--- src/rtl/eq_monitor_pkg.sv ---
// Shared types for the equality window monitor.
// EQ_MONITOR_FIRST_MISS_EN adds first-miss fields to the summary.
package eq_monitor_pkg;

  localparam int MAX_CNT_W = 16;

  typedef enum logic {COLLECT, REPORT} state_t;

  typedef logic [MAX_CNT_W-1:0] cnt_t;

  typedef struct packed {
    cnt_t match_count;
    cnt_t max_run;
    logic run_hit;
`ifdef EQ_MONITOR_FIRST_MISS_EN
    cnt_t first_miss_idx;
    logic miss_seen;
`endif
  } summary_t;

  function automatic int cnt_w(input int window);
    return $clog2(window + 1);
  endfunction

endpackage

--- src/rtl/eq_window_monitor_if.sv ---
// Sample-in / summary-out bundle of the equality window monitor.
// EQ_MONITOR_FIRST_MISS_EN adds first_miss_idx and miss_seen.
interface eq_window_monitor_if #(
  parameter int CNT_W = 5
);
  logic             in_valid;
  logic             in_ready;
  logic             eq_in;
  logic             out_valid;
  logic             out_ready;
  logic [CNT_W-1:0] match_count;
  logic [CNT_W-1:0] max_run;
  logic             run_hit;
  logic             run_pulse;
`ifdef EQ_MONITOR_FIRST_MISS_EN
  logic [CNT_W-1:0] first_miss_idx;
  logic             miss_seen;
`endif

  modport master (
    output in_valid, eq_in, out_ready,
    input  in_ready, out_valid, match_count,
    input  max_run, run_hit, run_pulse
`ifdef EQ_MONITOR_FIRST_MISS_EN
    , input first_miss_idx, miss_seen
`endif
  );

  modport slave (
    input  in_valid, eq_in, out_ready,
    output in_ready, out_valid, match_count,
    output max_run, run_hit, run_pulse
`ifdef EQ_MONITOR_FIRST_MISS_EN
    , output first_miss_idx, miss_seen
`endif
  );
endinterface

--- src/rtl/eq_run_tracker.sv ---
// Current/longest consecutive-match run with threshold pulse.
// max_nxt_o is the longest run including the sample accepted now.
module eq_run_tracker
  import eq_monitor_pkg::*;
#(
  parameter int WINDOW = 16,
  parameter int RUN_THRESH = 4,
  localparam int CNT_W = cnt_w(WINDOW)
) (
  input  logic             clk,
  input  logic             rst,
  input  logic             clear_i,
  input  logic             acc_i,
  input  logic             eq_i,
  output logic [CNT_W-1:0] max_nxt_o,
  output logic             pulse_o
);

  localparam logic [CNT_W-1:0] SAT = CNT_W'(WINDOW);
  localparam logic [CNT_W-1:0] THR = CNT_W'(RUN_THRESH);
  localparam logic [CNT_W-1:0] ONE = CNT_W'(1);

  logic [CNT_W-1:0] cur_q, cur_d;
  logic [CNT_W-1:0] max_q, max_d;
  logic [CNT_W-1:0] run_inc;

  always_comb begin
    run_inc = (cur_q == SAT) ? SAT : cur_q + ONE;
    cur_d   = cur_q;
    max_d   = max_q;
    pulse_o = 1'b0;
    if (acc_i) begin
      if (eq_i) begin
        cur_d = run_inc;
        if (run_inc > max_q) max_d = run_inc;
        // a saturated run must not re-fire
        pulse_o = (run_inc == THR) && (cur_q != THR);
      end else begin
        cur_d = '0;
      end
    end
    max_nxt_o = max_d;
    if (clear_i) begin
      cur_d = '0;
      max_d = '0;
    end
  end

  always_ff @(posedge clk) begin
    if (rst) begin
      cur_q <= '0;
      max_q <= '0;
    end else begin
      cur_q <= cur_d;
      max_q <= max_d;
    end
  end

endmodule

--- src/rtl/eq_window_monitor.sv ---
// Windowed statistics over a stream of equality results.
// EQ_MONITOR_FIRST_MISS_EN enables first-miss index reporting.
module eq_window_monitor
  import eq_monitor_pkg::*;
#(
  parameter int WINDOW = 16,
  parameter int RUN_THRESH = 4,
  localparam int CNT_W = cnt_w(WINDOW)
) (
  input  logic               clk,
  input  logic               rst,
  eq_window_monitor_if.slave bus
);

  localparam logic [CNT_W-1:0] SAT  = CNT_W'(WINDOW);
  localparam logic [CNT_W-1:0] LAST = CNT_W'(WINDOW - 1);
  localparam logic [CNT_W-1:0] ONE  = CNT_W'(1);

  state_t           state_q;
  logic             in_ready_q;
  logic             out_valid_q;
  logic [CNT_W-1:0] idx_q, idx_d;
  logic [CNT_W-1:0] match_q, match_d;
  logic             hit_q, hit_d;
  summary_t         sum_q, sum_d;
  logic             acc;
  logic             clear;
  logic             pulse;
  logic [CNT_W-1:0] max_nxt;

  assign acc   = bus.in_valid && in_ready_q;
  assign clear = out_valid_q && bus.out_ready;

  eq_run_tracker #(
    .WINDOW     (WINDOW),
    .RUN_THRESH (RUN_THRESH)
  ) u_run (
    .clk       (clk),
    .rst       (rst),
    .clear_i   (clear),
    .acc_i     (acc),
    .eq_i      (bus.eq_in),
    .max_nxt_o (max_nxt),
    .pulse_o   (pulse)
  );

  always_comb begin
    idx_d   = idx_q;
    match_d = match_q;
    hit_d   = hit_q | pulse;
    if (acc) begin
      if (idx_q != SAT) idx_d = idx_q + ONE;
      if (bus.eq_in && match_q != SAT) match_d = match_q + ONE;
    end
    if (clear) begin
      idx_d   = '0;
      match_d = '0;
      hit_d   = 1'b0;
    end
  end

`ifdef EQ_MONITOR_FIRST_MISS_EN
  logic             miss_q, miss_d;
  logic [CNT_W-1:0] fmiss_q, fmiss_d;

  always_comb begin
    miss_d  = miss_q;
    fmiss_d = fmiss_q;
    if (acc && !bus.eq_in && !miss_q) begin
      miss_d  = 1'b1;
      fmiss_d = idx_q;
    end
    if (clear) begin
      miss_d  = 1'b0;
      fmiss_d = '0;
    end
  end

  always_ff @(posedge clk) begin
    if (rst) begin
      miss_q  <= 1'b0;
      fmiss_q <= '0;
    end else begin
      miss_q  <= miss_d;
      fmiss_q <= fmiss_d;
    end
  end
`endif

  always_comb begin
    sum_d             = '0;
    sum_d.match_count = cnt_t'(match_d);
    sum_d.max_run     = cnt_t'(max_nxt);
    sum_d.run_hit     = hit_d;
`ifdef EQ_MONITOR_FIRST_MISS_EN
    sum_d.first_miss_idx = cnt_t'(fmiss_d);
    sum_d.miss_seen      = miss_d;
`endif
  end

  always_ff @(posedge clk) begin
    if (rst) begin
      state_q     <= COLLECT;
      in_ready_q  <= 1'b1;
      out_valid_q <= 1'b0;
      idx_q       <= '0;
      match_q     <= '0;
      hit_q       <= 1'b0;
      sum_q       <= '0;
    end else begin
      idx_q   <= idx_d;
      match_q <= match_d;
      hit_q   <= hit_d;
      unique case (state_q)
        COLLECT: begin
          if (acc && idx_q == LAST) begin
            state_q     <= REPORT;
            in_ready_q  <= 1'b0;
            out_valid_q <= 1'b1;
            sum_q       <= sum_d;
          end
        end
        REPORT: begin
          if (bus.out_ready) begin
            state_q     <= COLLECT;
            in_ready_q  <= 1'b1;
            out_valid_q <= 1'b0;
          end
        end
      endcase
    end
  end

  assign bus.in_ready    = in_ready_q;
  assign bus.out_valid   = out_valid_q;
  assign bus.match_count = sum_q.match_count[CNT_W-1:0];
  assign bus.max_run     = sum_q.max_run[CNT_W-1:0];
  assign bus.run_hit     = sum_q.run_hit;
  assign bus.run_pulse   = pulse;

  logic unused_hi;
`ifdef EQ_MONITOR_FIRST_MISS_EN
  assign bus.first_miss_idx = sum_q.first_miss_idx[CNT_W-1:0];
  assign bus.miss_seen      = sum_q.miss_seen;
  assign unused_hi = ^{sum_q.match_count[MAX_CNT_W-1:CNT_W],
                       sum_q.max_run[MAX_CNT_W-1:CNT_W],
                       sum_q.first_miss_idx[MAX_CNT_W-1:CNT_W]};
`else
  assign unused_hi = ^{sum_q.match_count[MAX_CNT_W-1:CNT_W],
                       sum_q.max_run[MAX_CNT_W-1:CNT_W]};
`endif

endmodule

--- src/flat_wrapper.sv ---
// flat-port wrapper written by rule: the top's interface ports become plain ports
module eq_window_monitor_flat import eq_monitor_pkg::*;
#(
  parameter int WINDOW = 16,
  parameter int RUN_THRESH = 4,
  localparam int CNT_W = cnt_w(WINDOW)
)
  (clk, rst, bus_in_valid, bus_eq_in, bus_out_ready, bus_in_ready, bus_out_valid, bus_match_count, bus_max_run, bus_run_hit, bus_run_pulse);
  eq_window_monitor_if #(.CNT_W((cnt_w((16))))) bus_i ();
  input  logic clk;
  input  logic rst;
  input wire logic [$bits(bus_i.in_valid)-1:0] bus_in_valid;
  input wire logic [$bits(bus_i.eq_in)-1:0] bus_eq_in;
  input wire logic [$bits(bus_i.out_ready)-1:0] bus_out_ready;
  output wire logic [$bits(bus_i.in_ready)-1:0] bus_in_ready;
  output wire logic [$bits(bus_i.out_valid)-1:0] bus_out_valid;
  output wire logic [$bits(bus_i.match_count)-1:0] bus_match_count;
  output wire logic [$bits(bus_i.max_run)-1:0] bus_max_run;
  output wire logic [$bits(bus_i.run_hit)-1:0] bus_run_hit;
  output wire logic [$bits(bus_i.run_pulse)-1:0] bus_run_pulse;
  assign bus_i.in_valid = bus_in_valid;
  assign bus_i.eq_in = bus_eq_in;
  assign bus_i.out_ready = bus_out_ready;
  assign bus_in_ready = bus_i.in_ready;
  assign bus_out_valid = bus_i.out_valid;
  assign bus_match_count = bus_i.match_count;
  assign bus_max_run = bus_i.max_run;
  assign bus_run_hit = bus_i.run_hit;
  assign bus_run_pulse = bus_i.run_pulse;
  eq_window_monitor #(.WINDOW(WINDOW), .RUN_THRESH(RUN_THRESH)) u_core (.clk(clk), .rst(rst), .bus(bus_i));
endmodule
--- config.mk ---
export PLATFORM = sky130hd
export DESIGN_NAME = eq_window_monitor_flat
export DESIGN_NICKNAME = d
export VERILOG_FILES = /design/src/rtl/eq_monitor_pkg.sv /design/src/rtl/eq_window_monitor_if.sv /design/src/rtl/eq_run_tracker.sv /design/src/rtl/eq_window_monitor.sv /design/src/flat_wrapper.sv
export SDC_FILE = /design/constraint.sdc
export NUM_CORES = 1
export LEC_CHECK = 0
export CORE_MARGIN = 2
export CORE_UTILIZATION = 55
export DETAILED_ROUTE_END_ITERATION = 16
export HOLD_SLACK_MARGIN = 0.15
export PLACE_DENSITY = 0.78
export SYNTH_ARGS = -nofsm -noshare
export SYNTH_HDL_FRONTEND = slang
export SYNTH_HIERARCHICAL = 1
export SYNTH_SLANG_ARGS = --single-unit
--- constraint.sdc ---
create_clock -name clk -period 3.3 [get_ports clk]
set_input_delay 0.99 -clock clk [delete_from_list [all_inputs] [get_ports clk]]
set_output_delay 0.99 -clock clk [all_outputs]
set_load 0.1 [all_outputs]
Word-level counts from Yosys, hierarchy flattened. Index checks and enable logic that the tools add are counted.

Register bits after elaboration: 35. Input port bits: 5. Output and inout port bits: 14. Logic and storage cells: 54.

Add/subtract/negate cells: 3. $lt $le $gt $ge: 1. Equality and inequality tests: 8. Muxes and demuxes: 20. Bitwise operators: 2. Reductions and logical operators: 9.

Operator list (count): 5-bit 2-to-1 mux (8); 5-bit by 1-bit adder with 5-bit output (second input constant) (3); 5-bit inequality test (second input constant) (2); 1-bit 2-to-1 mux (9); 1-bit case mux with 2 select lines (3); 2-bit AND reduction (3); 5-bit by 3-bit == test with 1-bit output (second input constant) (1); 5-bit by 4-bit == test with 1-bit output (second input constant) (1); 5-bit == test (second input constant) (1); 5-bit greater-than comparator (1); 1-bit logical AND (5); 5-bit by 3-bit inequality test with 1-bit output (second input constant) (1); 2-bit by 1-bit inequality test with 1-bit output (second input constant) (1); 2-bit inequality test (second input constant) (1); 2-bit OR reduction (1); 1-bit NOT (1); 1-bit bitwise OR (1).

Longest topological paths before layout. Gate-level depths: netlist (run 1).

Word-level depth: 8. Gate-level depth with buffers: 14.

By module. The synthesis (run 1) kept the hierarchy.

Modules (own cells, without submodules): eq_window_monitor (times used 1, cells an instance 122, area an instance 1091.0 sq um); eq_run_tracker (times used 1, cells an instance 84, area an instance 760.7 sq um).

Worst setup path before layout (run 1). OpenSTA, ideal clock, no wires.

Path kind: flip-flop to output port. Start: register u_core.in_ready_q, in the netlist u_core/bus.in_ready. End: output bus_run_pulse. Arrival time: 4.642 ns. Data required time: 2.310 ns. Setup slack: -2.332 ns. Stages on the path, launching flop included: 7. Path buffers: 1. Cell sequence: dfxtp_1 -> nand2_2 -> inv_2 -> and2_1 -> buf_2 -> nand2_1 -> nor4_1.

Cells in the longest elaborated chain, start to end: 2.

RTL lines: start: declaration (RTL line eq_window_monitor.sv:20) `logic in_ready_q;`; start signal: assignment (RTL line eq_window_monitor.sv:104) `in_ready_q <= 1'b1;`; start signal: assignment (RTL line eq_window_monitor.sv:118) `in_ready_q <= 1'b0;`; start signal: assignment (RTL line eq_window_monitor.sv:126) `in_ready_q <= 1'b1;`; 1-bit logical AND (RTL line eq_window_monitor.sv:31) `assign acc = bus.in_valid && in_ready_q;`; via u_core.acc (RTL line eq_window_monitor.sv:26) `logic acc;`; 1-bit 2-to-1 mux (RTL line eq_run_tracker.sv:32) `if (acc_i) begin`; end: declaration (RTL line flat_wrapper.sv:20) `output wire logic [$bits(bus_i.run_pulse)-1:0] bus_run_pulse;`.

The timed path passes the listed nets, and every way through them passes these cells.

Final worst setup path (run 1).
Start: input bus_eq_in. End: output bus_run_pulse.

Cells in the longest elaborated chain, start to end: 2.

RTL lines: start: declaration (RTL line flat_wrapper.sv:13) `input wire logic [$bits(bus_i.eq_in)-1:0] bus_eq_in;`; 1-bit 2-to-1 mux (RTL line eq_run_tracker.sv:33) `if (eq_i) begin`; 1-bit 2-to-1 mux (RTL line eq_run_tracker.sv:32).

No other way between the ends.

==> summary.txt, run 1 <==
status -> finished clean
Tmin final -> 3.17 ns
clock-pin slew on the worst setup and hold paths -> 0.10 ns
fin util -> 66.9%
remaining antenna violation count -> 0
Final setup viols -> 0
hold path depth -> 2
largest net degree at the start of global routing -> 19
die height -> 62.0 um
drt wl/cell -> 12.2 um
type of the worst min-delay path -> reg -> reg
sw frac -> 25.2%
layout cell share with drive strength beyond 1 -> 22.6%
crit path max fanout -> 3
first-pass GRT wire length -> 5660 um
DRC Markers -> 0
post-synthesis cell count -> 206
Reg2Reg Depth -> 14
vias -> 1472
clock latency on the worst-skew pair -> 0.33 ns
Post-synth EDFFs -> 0
fin. max-slew vios -> 0
Iter 0 DRT Violations -> 100
gr usage total -> 19.9%
max_slew headroom -> 59.1%
TritonCTS clock tree -> built
htree depth -> 2
Crit Path Category -> in -> out
Peak VDD IR -> 264 uV
Core Region -> 3280 um2
P&R area growth vs syn -> 18.7%
Die ar. -> 3850 um2
vias in the first global route -> 1315
DR vias/cell -> 5.26
crit path capture type -> output pin
Final period util -> 96.1%
# resized after CTS -> 1
startpoint types -> primary input
Rows -> 21
clock buffer count from CTS -> 5
async set-reset flop share out of synthesis -> 0%
Max Freq -> 0.315 GHz
most common cell after layout, fill and taps aside -> dfxtp_1
clock network power share -> 30.8%
sequential element share of the synthesized area -> 37.8%
io pins -> 19
slowest CP cell -> clkdlybuf4s50_1
total power -> 766 uW
Power Dens Cells -> 349 nW/um2
switching pwr -> 193 uW
most frequent cells in the layout -> dfxtp_1, nand2_1, buf_4
maxcap violations -> 0
Post-Route WL -> 3430 um
DP HPWL -> 2610 um
Comb pwr share -> 12.0%
Longest Clk Path Bufs -> 2
clk root buf -> clkbuf_4
final net count -> 249
Routability Congestion -> 0.799
Crit path largest cell delay -> 0.51 ns
CTS Sinks -> 35
I/O Buffers -> 18
Distinct cells, synth -> 49
Fillers -> 293
Yosys warnings -> 6
worst slew pin tran -> 0.612 ns
Layout Skew -> 0.00678 ns
Post-Syn Area -> 1850 um2
Fin. Hold Viols -> 0
CP arrival -> 2.18 ns
RSZ-0062 raised after global routing -> no
gr ovfl total -> 0
CP Data Required Time -> 2.31 ns
Syn Nets -> 221
FF+latch count, synth -> 35
setup bufs post-CTS -> 0
sequential cell area -> 702 um2
CTS Hold Buffers Added -> 0
multi-input gate area in the final layout -> 1100 um2
Synth Flop Type -> dfxtp_1
ANT cells -> 0
worst path cell trace -> clkdlybuf4s50_1, and2_4, nand2_4, nor4_4, buf_12
Avg Synthesized Cell Area -> 8.99 um2
initial antenna violation count -> 0
Leak -> 0.912 nW
sequential power share -> 57.3%
TritonRoute pass-1 iters -> 4
die width -> 62.0 um
Internal Power -> 573 uW
Initial Utilization -> 56.4%
## worst max-delay path, delay by kind of cell
| family | cells | cell delay (ns) |
|---|---|---|
| buf+inv | 2 | 0.73 |
| simple gates | 3 | 0.45 |
## cell type report
cell class | count | share of cell area (%)
Timing Repair Buffer | 26 | 9.85
Sequential cell | 35 | 31.9
Tap cell | 46 | 2.62
Clock inverter | 1 | 0.228
Multi-Input combinational cell | 150 | 50.1
Inverter | 16 | 2.96
Clock buffer | 6 | 2.33
## power groups by stage
stage | Combinational, mW | Sequential [mW] | Clock [mW]
finish | 0.0917 | 0.439 | 0.236
global route | 0.103 | 0.440 | 0.262
CTS | 0.0929 | 0.439 | 0.245
detailed placement | 0.0926 | 0.448 | 0
global placement | 0.0909 | 0.448 | 0
floorplan | 0.0690 | 0.447 | 0
## synth_stat cells, types with 2 or more instances
| cell | number | area share, % |
|---|---|---|
| o211ai_1 | 2 | 0.81 |
| nor2_1 | 18 | 3.6 |
| nand3_1 | 7 | 1.9 |
| ha_1 | 10 | 6.8 |
| nand4_1 | 3 | 1.0 |
| a21oi_1 | 16 | 4.3 |
| nand4bb_1 | 2 | 1.2 |
| buf_2 | 2 | 0.54 |
| mux2_4 | 5 | 4.1 |
| and2_1 | 3 | 1.0 |
| o21a_1 | 2 | 0.81 |
| dfxtp_1 | 35 | 38 |
| nor2b_1 | 3 | 1.0 |
| nand2_1 | 30 | 6.1 |
| a2bb2oi_1 | 2 | 0.95 |
| mux2i_1 | 6 | 3.2 |
| nand2b_1 | 3 | 1.0 |
| nor4_1 | 3 | 1.0 |
| or3_1 | 2 | 0.68 |
| xor2_1 | 4 | 1.9 |
| xnor2_1 | 6 | 2.8 |
| inv_1 | 15 | 3.0 |
## cells by family (layout without fill, tap and decap cells)
| kind of cell | Yosys count | in the layout | synth area share [%] |
|---|---|---|---|
| AOI/OAI and AO/OA | 33 | 33 | 12.8 |
| xor gates and xnor gates | 11 | 11 | 5.61 |
| adders and majority gates | 10 | 10 | 6.76 |
| buffers and inverters | 21 | 49 | 4.80 |
| DFF | 35 | 35 | 37.8 |
| muxes | 11 | 11 | 7.30 |
| and+or+nand+nor | 85 | 85 | 24.9 |
## worst paths after layout
path,start,endpoint,slack [ns]
worst max register to register,u_core/u_run/cur_q[0],u_core/bus.max_run[4],0.61
worst min-delay path,u_core/bus.match_count[2],u_core/bus.match_count[2],0.46
worst max-delay path,bus_eq_in,bus_run_pulse,0.13
worst min register to register,u_core/bus.match_count[2],u_core/bus.match_count[2],0.46
## registers in the layout (all words and copies together) (netlist names)
register and count:
u_core/bus.in_ready 1, u_core/bus.match_count 5, u_core/bus.max_run 5, u_core/bus.out_valid 1, u_core/bus.run_hit 1, u_core/hit_q 1, u_core/idx_q 5, u_core/match_q 5
u_core/state_q 1, u_core/u_run/cur_q 5, u_core/u_run/max_q 5
## per-stage QoR
step	area (um2)	worst slack [ns]	TNS [ns]	hold slack, ns	cells
4_1_cts	2200	0.111	0	0.462	280
2_1_floorplan	1900	-0.134	-0.134	0.418	206
3_5_place_dp	2140	-0.0497	-0.0497	0.447	273
5_1_grt	2200	0.0297	0	0.488	280
6_report	2200	0.130	0	0.458	280
3_3_place_gp	2140	-0.0381	-0.0381	0.441	273
## per-layer routing
| layer | vias to the layer above | GRT usage, % | routed length (um) |
|---|---|---|---|
| met3 | 2 | 6.21 | 169 |
| li1 | 764 | - | - |
| met4 | 0 | 6.38 | 13 |
| met5 | - | 0 | 0 |
| met1 | 674 | 26.1 | 1630 |
| met2 | 32 | 31.0 | 1620 |
(Power assumes the default switching activity.)
==> run 2, diff against run 1 <==
Settings changed: CORE_ASPECT_RATIO set to 2, CTS_CLUSTER_DIAMETER set to 40, GPL_TIMING_DRIVEN set to 0.
==> summary.txt, run 2 (synthesis gave the netlist of run 1 again) <==
worst path cell trace -> buf_2, nand2_8, inv_6, and2_4, buf_6, nand2_4, nor4_4, buf_6
DP HPWL -> 3100 um
layout cell share with drive strength beyond 1 -> 15.6%
clock-pin slew on the worst setup and hold paths -> 0.06 ns
remaining antenna violation count -> 0
cell mode on critical path -> buf_6
die width -> 45.0 um
vias in the first global route -> 1597
maxcap violations -> 0
clk root buf -> clkbuf_8
RSZ-0062 raised after global routing -> no
Iter 0 DRT Violations -> 9
Peak VDD IR -> 313 uV
htree depth -> 2
startpoint types -> primary input
Fin. Hold Viols -> 0
Crit path largest cell delay -> 0.27 ns
gr ovfl total -> 0
fin. max-slew vios -> 0
I/O Buffers -> 18
most frequent cells in the layout -> dfxtp_1, nand2_1, nor2_1
TritonCTS clock tree -> built
crit path capture type -> output pin
DR vias/cell -> 5.83
Final setup viols -> 0
crit path max fanout -> 10
clock buffer count from CTS -> 5
gr usage total -> 23.1%
P&R area growth vs syn -> 19.3%
Area after DPL -> 2120 um2
clock latency on the worst-skew pair -> 0.28 ns
status -> finished clean
Core Region -> 3190 um2
setup bufs post-CTS -> 0
Final Worst Setup Slack -> 0.102 ns
Top delay family on crit path -> buffers and inverters
Leak -> 0.884 nW
Final period util -> 96.9%
vias -> 1527
CTS Sinks -> 35
Tmin final -> 3.20 ns
Post-Route WL -> 3950 um
most common cell after layout, fill and taps aside -> dfxtp_1
Layout Skew -> 0.00296 ns
Power Dens Cells -> 378 nW/um2
io pins -> 19
CP Data Required Time -> 2.31 ns
ANT cells -> 0
CP arrival -> 2.21 ns
first-pass GRT wire length -> 6690 um
Die ar. -> 3880 um2
die height -> 86.1 um
Routability Congestion -> 0.848
DRC Markers -> 0
TritonRoute pass-1 iters -> 4
CTS Hold Buffers Added -> 0
type of the worst min-delay path -> reg -> reg
Design Area, Final -> 2210 um2
largest net degree at the start of global routing -> 11
Longest Clk Path Bufs -> 2
dpl ws -> -1.20 ns
Fillers -> 263
final net count -> 246
Rows -> 29
max_slew headroom -> 34.7%
worst slew pin tran -> 0.977 ns
Max Freq -> 0.313 GHz
fin util -> 69.2%
Crit Path Category -> in -> out
Initial Utilization -> 58.0%
CP Buf/Inv Count -> 4
initial antenna violation count -> 0
drt wl/cell -> 15.1 um
slowest CP cell -> nor4_4
-- run 2: cell count changes in the layout (fill, tap and decap cells not counted), sizes merged --
cell / before / now
dlygate4sd2: 1 / 0
buf: 22 / 6
clkbuf: 6 / 7
dlymetal6s2s: 0 / 1
clkdlybuf4s50: 3 / 15
-- run 2: through the flow --
stage	TNS [ns]	hold slack, ns	cells	total power, mW
floorplan	-0.134	0.418	206	0.516
global placement	-1.19	0.443	255	0.534
detailed placement	-1.20	0.442	255	0.539
CTS	0	0.456	262	0.845
global route	0	0.482	262	0.871
finish	0	0.458	262	0.835
-- run 2: worst paths after layout --
| check | end | from | cells past startpoint | slack, ns |
|---|---|---|---|---|
| worst max-delay path | bus_run_pulse | bus_in_valid | 8 | 0.10 |
| worst max register to register | u_core/bus.max_run[3] | u_core/u_run/cur_q[0] | 11 | 0.40 |
| worst min register to register | u_core/hit_q | u_core/hit_q | 2 | 0.46 |
| worst min-delay path | u_core/hit_q | u_core/hit_q | 2 | 0.46 |
-- run 2: power breakdown --
| part | internal (mW) | switching (mW) | total [mW] |
|---|---|---|---|
| Combinational | 0.0407 | 0.0487 | 0.0894 |
| Sequential | 0.431 | 0.00853 | 0.440 |
| Clock | 0.164 | 0.143 | 0.306 |
| Total | 0.635 | 0.200 | 0.835 |
-- run 2: layout make-up --
| class | count | area, um2 | share of cell area (%) |
|---|---|---|---|
| Multi-Input combinational cell | 150 | 1100 | 49.9 |
| Sequential cell | 35 | 702 | 31.8 |
| Timing Repair Buffer | 18 | 179 | 8.10 |
| Clock buffer | 6 | 82.6 | 3.74 |
| Inverter | 16 | 65.1 | 2.95 |
| Tap cell | 31 | 38.8 | 1.76 |
| Buffer | 5 | 35.0 | 1.59 |
| Clock inverter | 1 | 5.00 | 0.227 |
-- run 2: what timing repair did --
item                       CTS  global route
pin swaps                    0             1
hold endpoints to repair     0             0
setup endpoints to repair    1             1
gates cloned                 0             0
gates resized for setup     10             3
-- run 2: layer usage --
layer  part of all wire [%]  wire length (um)  track usage, %
met1                     36              1440            20.6
met2                     58              2300            44.8
met3                    2.5               100            3.37
met4                    2.8               109            12.6
met5                      0                 0               0
-- run 2: worst register-to-register path: stages, from the launching register on --
cell	delay, ns
dfxtp_1	0.37
ha_1	0.21
nand3_1	0.11
xnor2_1	0.56
ha_1	0.39
a31oi_1	0.26
o211ai_2	0.11
o211ai_1	0.13
buf_6	0.21
mux2_4	0.31
nand2_1	0.06
a21oi_1	0.05
